$ cat src/rtl/store_pack_buffer.sv
// Store-side packer: aligns MEM-stage sw/sh/sb requests onto the 32-bit data bus,
// queues them in a small FIFO and issues them to data memory with req/ack.
module store_pack_buffer #(
  parameter int DEPTH = 2,
  parameter int CNT_W = 2
) (
  input  logic             clk,
  input  logic             reset,
  input  logic             st_valid,
  output logic             st_ready,
  input  logic [1:0]       st_op,
  input  logic [31:0]      st_addr,
  input  logic [31:0]      st_data,
  output logic             align_err,
  output logic [31:0]      err_addr,
  output logic             mem_req,
  input  logic             mem_ack,
  output logic [31:0]      mem_addr,
  output logic [31:0]      mem_wdata,
  output logic [3:0]       mem_be,
  output logic [CNT_W-1:0] count,
  output logic             empty
);

  localparam int PTR_W = (DEPTH > 1) ? $clog2(DEPTH) : 1;

  localparam logic [1:0] OP_SW = 2'b00;
  localparam logic [1:0] OP_SH = 2'b01;
  localparam logic [1:0] OP_SB = 2'b10;

  logic [31:0]      addr_q [DEPTH];
  logic [31:0]      data_q [DEPTH];
  logic [3:0]       be_q   [DEPTH];

  logic [PTR_W-1:0] wptr_q, wptr_d;
  logic [PTR_W-1:0] rptr_q, rptr_d;
  logic [CNT_W-1:0] count_q, count_d;
  logic             align_err_q, align_err_d;
  logic [31:0]      err_addr_q, err_addr_d;

  logic             accept, fault, push, pop;
  logic [31:0]      pk_data;
  logic [3:0]       pk_be;

  // Lane replication and byte-enable generation for the incoming request.
  always_comb begin
    fault   = 1'b0;
    pk_data = st_data;
    pk_be   = 4'b1111;
    case (st_op)
      OP_SW: fault = (st_addr[1:0] != 2'b00);
      OP_SH: begin
        fault   = st_addr[0];
        pk_data = {st_data[15:0], st_data[15:0]};
        pk_be   = st_addr[1] ? 4'b1100 : 4'b0011;
      end
      OP_SB: begin
        pk_data = {4{st_data[7:0]}};
        pk_be   = 4'b0001 << st_addr[1:0];
      end
      default: fault = 1'b1;
    endcase
  end

  // Status flags derive only from registered state, so reset drops mem_req at once.
  always_comb begin
    st_ready = ({1'b0, count_q} < (CNT_W + 1)'(DEPTH));
    empty    = (count_q == '0);
    mem_req  = !empty;
    accept   = st_valid && st_ready;
    push     = accept && !fault;
    pop      = mem_req && mem_ack;
  end

  always_comb begin
    wptr_d      = push ? wptr_q + PTR_W'(1) : wptr_q;
    rptr_d      = pop  ? rptr_q + PTR_W'(1) : rptr_q;
    count_d     = count_q;
    case ({push, pop})
      2'b10:   count_d = count_q + CNT_W'(1);
      2'b01:   count_d = count_q - CNT_W'(1);
      default: count_d = count_q;
    endcase
    align_err_d = accept && fault;
    err_addr_d  = (accept && fault) ? st_addr : err_addr_q;
  end

  always_ff @(posedge clk or negedge reset) begin
    if (!reset) begin
      wptr_q      <= '0;
      rptr_q      <= '0;
      count_q     <= '0;
      align_err_q <= 1'b0;
      err_addr_q  <= '0;
    end else begin
      wptr_q      <= wptr_d;
      rptr_q      <= rptr_d;
      count_q     <= count_d;
      align_err_q <= align_err_d;
      err_addr_q  <= err_addr_d;
    end
  end

  always_ff @(posedge clk) begin
    if (push) begin
      addr_q[wptr_q] <= {st_addr[31:2], 2'b00};
      data_q[wptr_q] <= pk_data;
      be_q[wptr_q]   <= pk_be;
    end
  end

  always_comb begin
    mem_addr  = addr_q[rptr_q];
    mem_wdata = data_q[rptr_q];
    mem_be    = be_q[rptr_q];
    count     = count_q;
    align_err = align_err_q;
    err_addr  = err_addr_q;
  end

endmodule

$ cat config.mk
export PLATFORM = sky130hd
export DESIGN_NAME = store_pack_buffer
export DESIGN_NICKNAME = d
export VERILOG_FILES = /design/src/rtl/store_pack_buffer.sv
export SDC_FILE = /design/constraint.sdc
export NUM_CORES = 1
export LEC_CHECK = 0
export CORE_MARGIN = 5
export CORE_UTILIZATION = 46
export CTS_BUF_LIST = sky130_fd_sc_hd__clkbuf_4
export DETAILED_ROUTE_END_ITERATION = 16
export PLACE_DENSITY_LB_ADDON = 0.2
export SYNTH_ARGS = -nofsm -noshare
export SYNTH_HDL_FRONTEND = slang
export SYNTH_SLANG_ARGS = --single-unit
$ cat constraint.sdc
create_clock -name clk -period 4.25 [get_ports clk]
set_clock_uncertainty 0.1 [all_clocks]
set_input_delay 0.85 -clock clk [delete_from_list [all_inputs] [get_ports clk]]
set_output_delay 0.85 -clock clk [all_outputs]
set_load 0.02 [all_outputs]
---- Word-level counts from Yosys, hierarchy flattened ----
Memories as Yosys holds them, arrays and structs flattened.
Index checks and enable logic that the tools add are counted.
storage, ports and cells
  register bits after elaboration ......... 37
  bits in latches ......................... 0
  bits in writable memories ............... 132
  ROM bits ................................ 0
  input bits .............................. 70
  output and inout port bits .............. 106
  logic and storage cells ................. 35
  memories ................................ 3
operators by class
  $add $sub $neg .......................... 4
  $mul .................................... 0
  div/mod/pow operators ................... 0
  magnitude comparators ................... 1
  equal/unequal tests ..................... 4
  shift operators ......................... 1
  mux-type cells .......................... 7
  bitwise gates (word level) .............. 0
  reductions and logical operators ........ 10
memories
  name    words  bits a word  rd ports  clocked after Yosys merged registers in  write ports  RTL line  RTL
  data_q  2      32           1         0                                        1            32        logic [31:0] data_q [DEPTH];
  addr_q  2      30           1         0                                        1            31        logic [31:0] addr_q [DEPTH];
  be_q    2      4            1         0                                        1            33        logic [3:0] be_q [DEPTH];
operators with widths
  operator               count
  $pmux W32 S2           1
  $pmux W4 S2            1
  $eq A2 B1 Y1 const B   2
  $eq A2 B2 Y1 const B   2
  $logic_and A1 B1 Y1    4
  $logic_not A2 Y1       2
  $mux W4                1
  $pmux W2 S2            1
  $reduce_bool A2 Y1     2
  $shl A1 B2 Y4 const A  1
  $pmux W1 S3            1
  $add A1 B1 Y1 const B  2
  $add A2 B1 Y2 const B  1
  $logic_not A1 Y1       2
  $lt A2 B2 Y1 const B   1
  $mux W1                2
  $sub A2 B1 Y2 const B  1

---- Logic depth before layout (Yosys ltp) ----
Gate-level depths: netlist of the first run.
  word-level depth ........................ 6
  mapped depth ............................ 9

---- Worst setup path before layout of the first run ----
OpenSTA, ideal clock, no wires.
  path kind ............................... in2reg
  from .................................... input port st_op[1]
  to ...................................... memory addr_q[0][0] in the netlist's numbering, enable pin
  library setup time ...................... 0.490 ns
  arrival time ............................ 4.464 ns
  setup slack ............................. -0.805 ns
  stages .................................. 6
  buffers on the path ..................... 0
  cells stage by stage .................... inv_1 > ha_1 > a211oi_2 > o21a_1 > inv_1 > nor2_1
on the way
  word-level cells in the longest chain between the ends .. 6
  elaborated cells on any way between the ends .. 8
  those cells by class .................... 2 x eq/ne; 3 x mux; 3 x reduce/logical
RTL lines
  what                                        RTL line  RTL
  from (decl)                                 11        input logic [1:0] st_op,
  $eq A2 B2 Y1, or another cell as far along  50        case (st_op)
  $pmux W1 S3 *                               50
  $logic_not A1 Y1 *                          71        push = accept && !fault;
  $logic_and A1 B1 Y1 *                       71
  $mux W1 *                                   105       if (push) begin
  $mux W1 (not written as such) *             106       addr_q[wptr_q] <= {st_addr[31:2], 2'b00};
  to (decl)                                   31
Every way passes the cells marked *; elsewhere a longest branch is shown, timed or not.

---- Worst setup path after layout of the first run ----
  from .................................... register rptr_q
  to ...................................... output port mem_wdata[0]
on the way
  word-level cells in the longest chain between the ends .. 1
RTL lines
  what                    RTL line  RTL
  from (decl)             36        logic [PTR_W-1:0] rptr_q, rptr_d;
  from (signal assigned)  97        rptr_q <= rptr_d;
  $mem_v2 Z2 W32          n/a
  to (decl)               19        output logic [31:0] mem_wdata,
Every way passes these cells.

==> results of run 1 <==
==> layout by cell type, fill, tap and decap left out, types with 6 or more instances in the layout <==
master,netlist,routed
a21oi_1,10,10
a22o_1,8,8
a22oi_1,8,8
clkbuf_4,0,25
clkdlybuf4s50_1,0,172
dfrtp_1,37,36
edfxtp_1,132,132
inv_1,15,15
mux2_2,67,67
mux2_4,29,29
nand2_1,8,8
nor2_1,13,12
o21ai_0,6,6
o22ai_1,8,8
==> stage by stage <==
step                setup WS, ns  total power (W)  std cells  utilization (%)
finish                     0.678          0.00551        765             62.0
global placement           0.847          0.00473        732             60.3
global route               0.513          0.00579        765             62.0
floorplan                  0.310          0.00366        389                -
detailed placement         0.798          0.00475        732             60.3
CTS                        0.550          0.00559        764             62.0
==> cell families after synthesis <==
logic type | count (synthesis) | synth area share, %
other cells | 1 | 0.0549
xor+xnor | 5 | 0.641
buf+inv | 35 | 2.47
mux | 96 | 17.4
flops | 169 | 71.6
compound gates | 45 | 4.47
fa+ha+maj | 5 | 0.916
simple gates | 32 | 2.38
==> state kept, by name, summed over array words and instances, names as in the netlist <==
| register | count |
|---|---|
| addr_q | 60 |
| align_err | 1 |
| wptr_q | 1 |
| data_q | 64 |
| be_q | 8 |
| count | 2 |
| err_addr | 32 |
| rptr_q | 1 |
==> per-layer routing <==
metal	wire, microns	vias up	global-route usage [%]
li1	-	1820	-
met3	1350	18	7.33
met5	0	-	0
met1	6280	1915	22.0
met2	6860	149	25.8
met4	234	0	6.23
==> where the power goes <==
group / switching, W / internal [W] / total [W] / leakage (nW)
sequential: 0.000191 / 0.00213 / 0.00232 / 1.64
combinational: 0.00112 / 0.00126 / 0.00237 / 1.49
clock: 0.000479 / 0.000334 / 0.000813 / 0.143
total: 0.00179 / 0.00372 / 0.00551 / 3.28
==> path summary, 6_finish.rpt <==
path                                 end  slack, ns  cells past startpoint
max                         mem_wdata[0]       0.68                      3
min                         err_addr[12]       0.33                      1
max reg2reg                data_q[1][19]       2.18                      4
min reg2reg                 err_addr[20]       0.42                      1
max in group asynchronous         rptr_q       3.09                      1
min in group clk            err_addr[20]       0.42                      1
==> worst reg2reg max path, stage by stage, from the launching register on <==
cell	delay, ns
dfrtp_1	0.46
nor2b_1	0.24
o21a_1	0.18
and2_4	0.49
buf_12	0.30
==> final cells by class <==
| class | instances | area [sq um] | area share (%) |
|---|---|---|---|
| flip-flops and latches | 169 | 4890 | 54.3 |
| repair buffers | 179 | 1810 | 20.1 |
| multi-input cells | 185 | 1780 | 19.8 |
| well taps | 184 | 230 | 2.55 |
| clock buffers | 25 | 188 | 2.08 |
| inverters | 15 | 56.3 | 0.625 |
| clock inverters | 7 | 55.1 | 0.611 |
| diodes | 1 | 2.50 | 0.0278 |
==> results.ini, run 1 <==
[critical_path]
worstReg2RegStart=count[1]
critical_path_class=reg2out
cp_cell_sequence=buf_12 > mux2_2 > clkdlybuf4s50_1
cp_top_family=buffers and inverters
startpoint_type=flip-flop
slowest_stage=dfrtp_2
cp.required_ns=3.30
startpoint=rptr_q
worstPathArrival_ns=2.62
path_buf_inv=2
slowest_delay_ns=0.81
worstPathMaxFanout=39
endpoint_kind=output pin

[floorplan]
ioPinCount=176
fp.dieArea_sq_um=17400
dieWidth_microns=132
die_h_microns=132
start_util_pct=47.0
coreArea_sq_um=14500
row_count=44

[finish]
syn2layout_area_growth_pct=32.0
finish.instance_area_sq_um=9010
fin_nets=642
nFillCells=1135
drive_above_1_share_pct=23.8

[global_route]
grtUsageTotal_pct=17.0
overflow=0
grt_pass1_wl_microns=23000
grt_pass1_vias=4160
grt_max_degree=67
antenna_found_initial=1

[routing]
wl_per_cell_microns=19.3
firstDrtPassIters=4
drtIter0Drc=179
antenna_left=0
vias=3902
vias_per_cell=5.10
wl_microns=14700
drc=0

[flow_run]
maxCapViolations=0

[sta]
max_slew_margin_pct=40.4
max_freq_mhz=280
final_hold_viol_count=0
finalSetupViolCount=0
min_period_ns=3.57
hold_ws_ns=0.327
period_share_pct=84.1
rsz0062_at_grt=false
tns_ns=0
worst_pin_slew_ns=0.894
drv_slew=0

[hold_path]
hp-class=in2async

[synth]
synth.top_cell.area_share_pct=58.1
avgSynthCellArea_sq_um=17.6
synth_edf_count=132
ys_warn_count=0
yosysTopAreaCell=edfxtp_1
ys_seq_area_share_pct=71.6
yosysMostFrequentCell=edfxtp_1
ys.flop_type=edfxtp_1
synth_cell_type_count=34
synth_area_leaders=edfxtp_1 58%, dfrtp_1 14%, mux2_2 11%
syn_area_sq_um=6830
async_flop_share_pct=21.9
netlist_top_cells_count=132 x edfxtp_1, 67 x mux2_2, 37 x dfrtp_1
ys_seq_elements=169
synthCells=388

[place]
dpl.hpwl_microns=10200
placement.io_buffers=173
gp_congestion=0.787
dpl_cell_area_sq_um=8770

[cts]
postCtsSetupBuffers=0
path_clk_slew_ns=0.12
cts_hold_buf=0
clockBufferDepth=2
numCtsBuffers=17
clock-sinks=169
postCtsResizedCells=0
insertion_delay_ns=0.52
cts-root-buf=clkbuf_4
htree_levels=4
cts_tree=built

[power_and_ir_drop]
p_leak_nw=3.28
p_per_area_nw_per_um2=611
ir_worst_vdd_uv=439

[status]
outcome=completed

Power figures use the tool's default switching activity.
==> run 2: changes to the inputs <==
clock period = 3.1 ns   (was 4.25 ns; I/O delays follow)
==> run 2 against run 1 <==
Compared with the run above: final cell count increased by 1.0%; flip-flop and latch count unchanged; via count grew 2.4%; critical path depth unchanged; clock power is 57% higher; clock-buffer cell count is 7 lower; final area grew 1.6%; hold slack got worse by 0.24 ns; critical path type unchanged; critical endpoint is now mem_addr[11]; largest power group unchanged.
==> results.ini, run 2 (synthesized netlist as in run 1, its figures left out) <==
[status]
outcome=completed  ; unchanged

[finish]
multi_input_area_sq_um=1780  ; unchanged
final_common_cell=clkdlybuf4s50_1  ; unchanged
drive_above_1_share_pct=24.8  ; was 23.8%
syn2layout_area_growth_pct=34.2  ; was 32.0%
nFillCells=1121  ; was 1135
register_area_sq_um=4890  ; unchanged
top_register=data_q  ; unchanged
fin_nets=650  ; was 642
mostFrequentLayoutCells=172 x clkdlybuf4s50_1, 132 x edfxtp_1, 67 x mux2_2, 36 x dfrtp_1, 29 x mux2_4  ; unchanged
instances_no_fill=773  ; was 765
post-route-util_pct=63.0  ; was 62.0%
largest_register_ff_count=64  ; unchanged

[power_and_ir_drop]
share_seq_of_total_power_pct=40.2  ; was 42.2%
p_switching_w=0.00252  ; was 0.00179 W
p_per_area_nw_per_um2=848  ; was 611 nW/um^2
p_int_w=0.00525  ; was 0.00372 W
pwr-share-clk_pct=16.5  ; was 14.8%
ir_worst_vdd_uv=512  ; was 439 uV
p_leak_nw=3.34  ; was 3.28 nW
p_comb_share_pct=43.3  ; was 43.1%
p_sw_share_pct=32.5  ; was 32.4%

[floorplan]
row_count=44  ; unchanged
die_h_microns=132  ; unchanged
start_util_pct=47.0  ; unchanged
fp.dieArea_sq_um=17400  ; unchanged
ioPinCount=176  ; unchanged
coreArea_sq_um=14500  ; unchanged
dieWidth_microns=132  ; unchanged

[critical_path]
critical_path_class=reg2out  ; unchanged
worstPathArrival_ns=2.16  ; was 2.62 ns
path_buf_inv=2  ; unchanged
cp.required_ns=2.38  ; was 3.30 ns
cp_cell_sequence=buf_4 > mux2_2 > clkdlybuf4s50_1  ; was buf_12 > mux2_2 > clkdlybuf4s50_1
endpoint_kind=output pin  ; unchanged
startpoint_type=flip-flop  ; unchanged
worstPathMaxFanout=17  ; was 39
cp_top_family=buffers and inverters  ; unchanged
slowest_stage=clkdlybuf4s50_1  ; was dfrtp_2
slowest_delay_ns=0.57  ; was 0.81 ns

[routing]
drtIter0Drc=258  ; was 179
vias=3996  ; was 3902
firstDrtPassIters=4  ; unchanged
wl_microns=14900  ; was 14700 microns
antenna_left=0  ; unchanged
vias_per_cell=5.17  ; was 5.10
wl_per_cell_microns=19.2  ; was 19.3 microns
drc=0  ; unchanged

[place]
dp.cells=740  ; was 732
dpl.hpwl_microns=10500  ; was 10200 microns
placement.io_buffers=173  ; unchanged
gp_congestion=0.835  ; was 0.787

[sta]
final_hold_viol_count=0  ; unchanged
tns_ns=0  ; unchanged
min_period_ns=2.88
max_freq_mhz=347
worst_pin_slew_ns=0.878  ; was 0.894 ns
period_share_pct=92.9
hold_ws_ns=0.0825  ; was 0.327 ns
max_slew_margin_pct=41.5  ; was 40.4%
drv_slew=0  ; unchanged
finalSetupViolCount=0  ; unchanged
rsz0062_at_grt=false  ; unchanged

[flow_run]
maxCapViolations=0  ; unchanged

[global_route]
grt_max_degree=48  ; was 67
overflow=0  ; unchanged
antenna_found_initial=2  ; was 1
grtUsageTotal_pct=17.4  ; was 17.0%
grt_pass1_wl_microns=23600  ; was 23000 microns
grt_pass1_vias=4442  ; was 4160

[cts]
insertion_delay_ns=0.52  ; about the same
htree_levels=4  ; unchanged
cts-root-buf=clkbuf_4  ; unchanged
clock-sinks=169  ; unchanged
numCtsBuffers=17  ; unchanged
postCtsSetupBuffers=0  ; unchanged
cts_tree=built  ; unchanged
cts_hold_buf=0  ; unchanged
clockBufferDepth=2  ; unchanged
postCtsResizedCells=0  ; unchanged
path_clk_slew_ns=0.14  ; was 0.12 ns

[hold_path]
hp-class=in2async  ; unchanged

-- run 2: changes by cell type in the layout (fill, tap and decap cells not counted), moves of 2 or more --
cell / change
clkbuf_4: -7
buf_12: +3
buf_4: +5
clkinvlp_4: +2
clkinv_4: +2
bufinv_16: +2
-- run 2: per-layer routing --
metal | vias to the layer above | wire length (microns) | global-route usage, %
met1 | 1965 | 6250 | 22.4
met4 | 2 | 240 | 6.29
met2 | 168 | 7020 | 27.1
li1 | 1842 | - | -
met3 | 19 | 1340 | 6.79
met5 | - | 13 | 0
-- run 2: area by class of cell --
cell class / count / share of cell area (%)
Antenna cell: 1 / 0.0273
Tap cell: 184 / 2.51
Clock inverter: 14 / 1.71
Sequential cell: 169 / 53.4
Inverter: 15 / 0.615
Timing Repair Buffer: 187 / 20.8
Multi-Input combinational cell: 185 / 19.5
Clock buffer: 18 / 1.48
-- run 2: path summary, 6_finish.rpt --
kind                               from             to  slack (ns)  cells after the start
max reg2reg                    count[1]  data_q[1][24]        1.26                      4
max in group asynchronous         reset         rptr_q        2.20                      1
min                               reset   err_addr[17]        0.08                      1
max                              rptr_q   mem_addr[11]        0.22                      3
min reg2reg                err_addr[21]   err_addr[21]        0.43                      1
min in group clk           err_addr[21]   err_addr[21]        0.43                      1
-- run 2: through the flow --
| stage | cell area [sq um] | setup slack (ns) | total power, W |
|---|---|---|---|
| 2_1_floorplan | 6840 | 0.125 | 0.00501 |
| 3_3_place_gp | 8870 | 0.316 | 0.00653 |
| 3_5_place_dp | 8870 | 0.263 | 0.00656 |
| 4_1_cts | 9160 | 0.134 | 0.00787 |
| 5_1_grt | 9160 | 0.0906 | 0.00813 |
| 6_report | 9160 | 0.219 | 0.00777 |
-- run 2: power by group through the flow --
stage	Combinational (W)	Sequential [W]	Clock, W
final	0.00337	0.00312	0.00128
after floorplan	0.00161	0.00341	0
after detailed placement	0.00340	0.00317	0
after CTS	0.00342	0.00313	0.00132
after global placement	0.00338	0.00316	0
after global routing	0.00355	0.00317	0.00141
==> run 3: changes to the inputs <==
CAP_MARGIN = 30   (was not set)
SKIP_CTS_REPAIR_TIMING = 1   (was not set)
==> results of run 3 <==
Same layout as run 2: the final DEF is identical, and so are final timing and power.
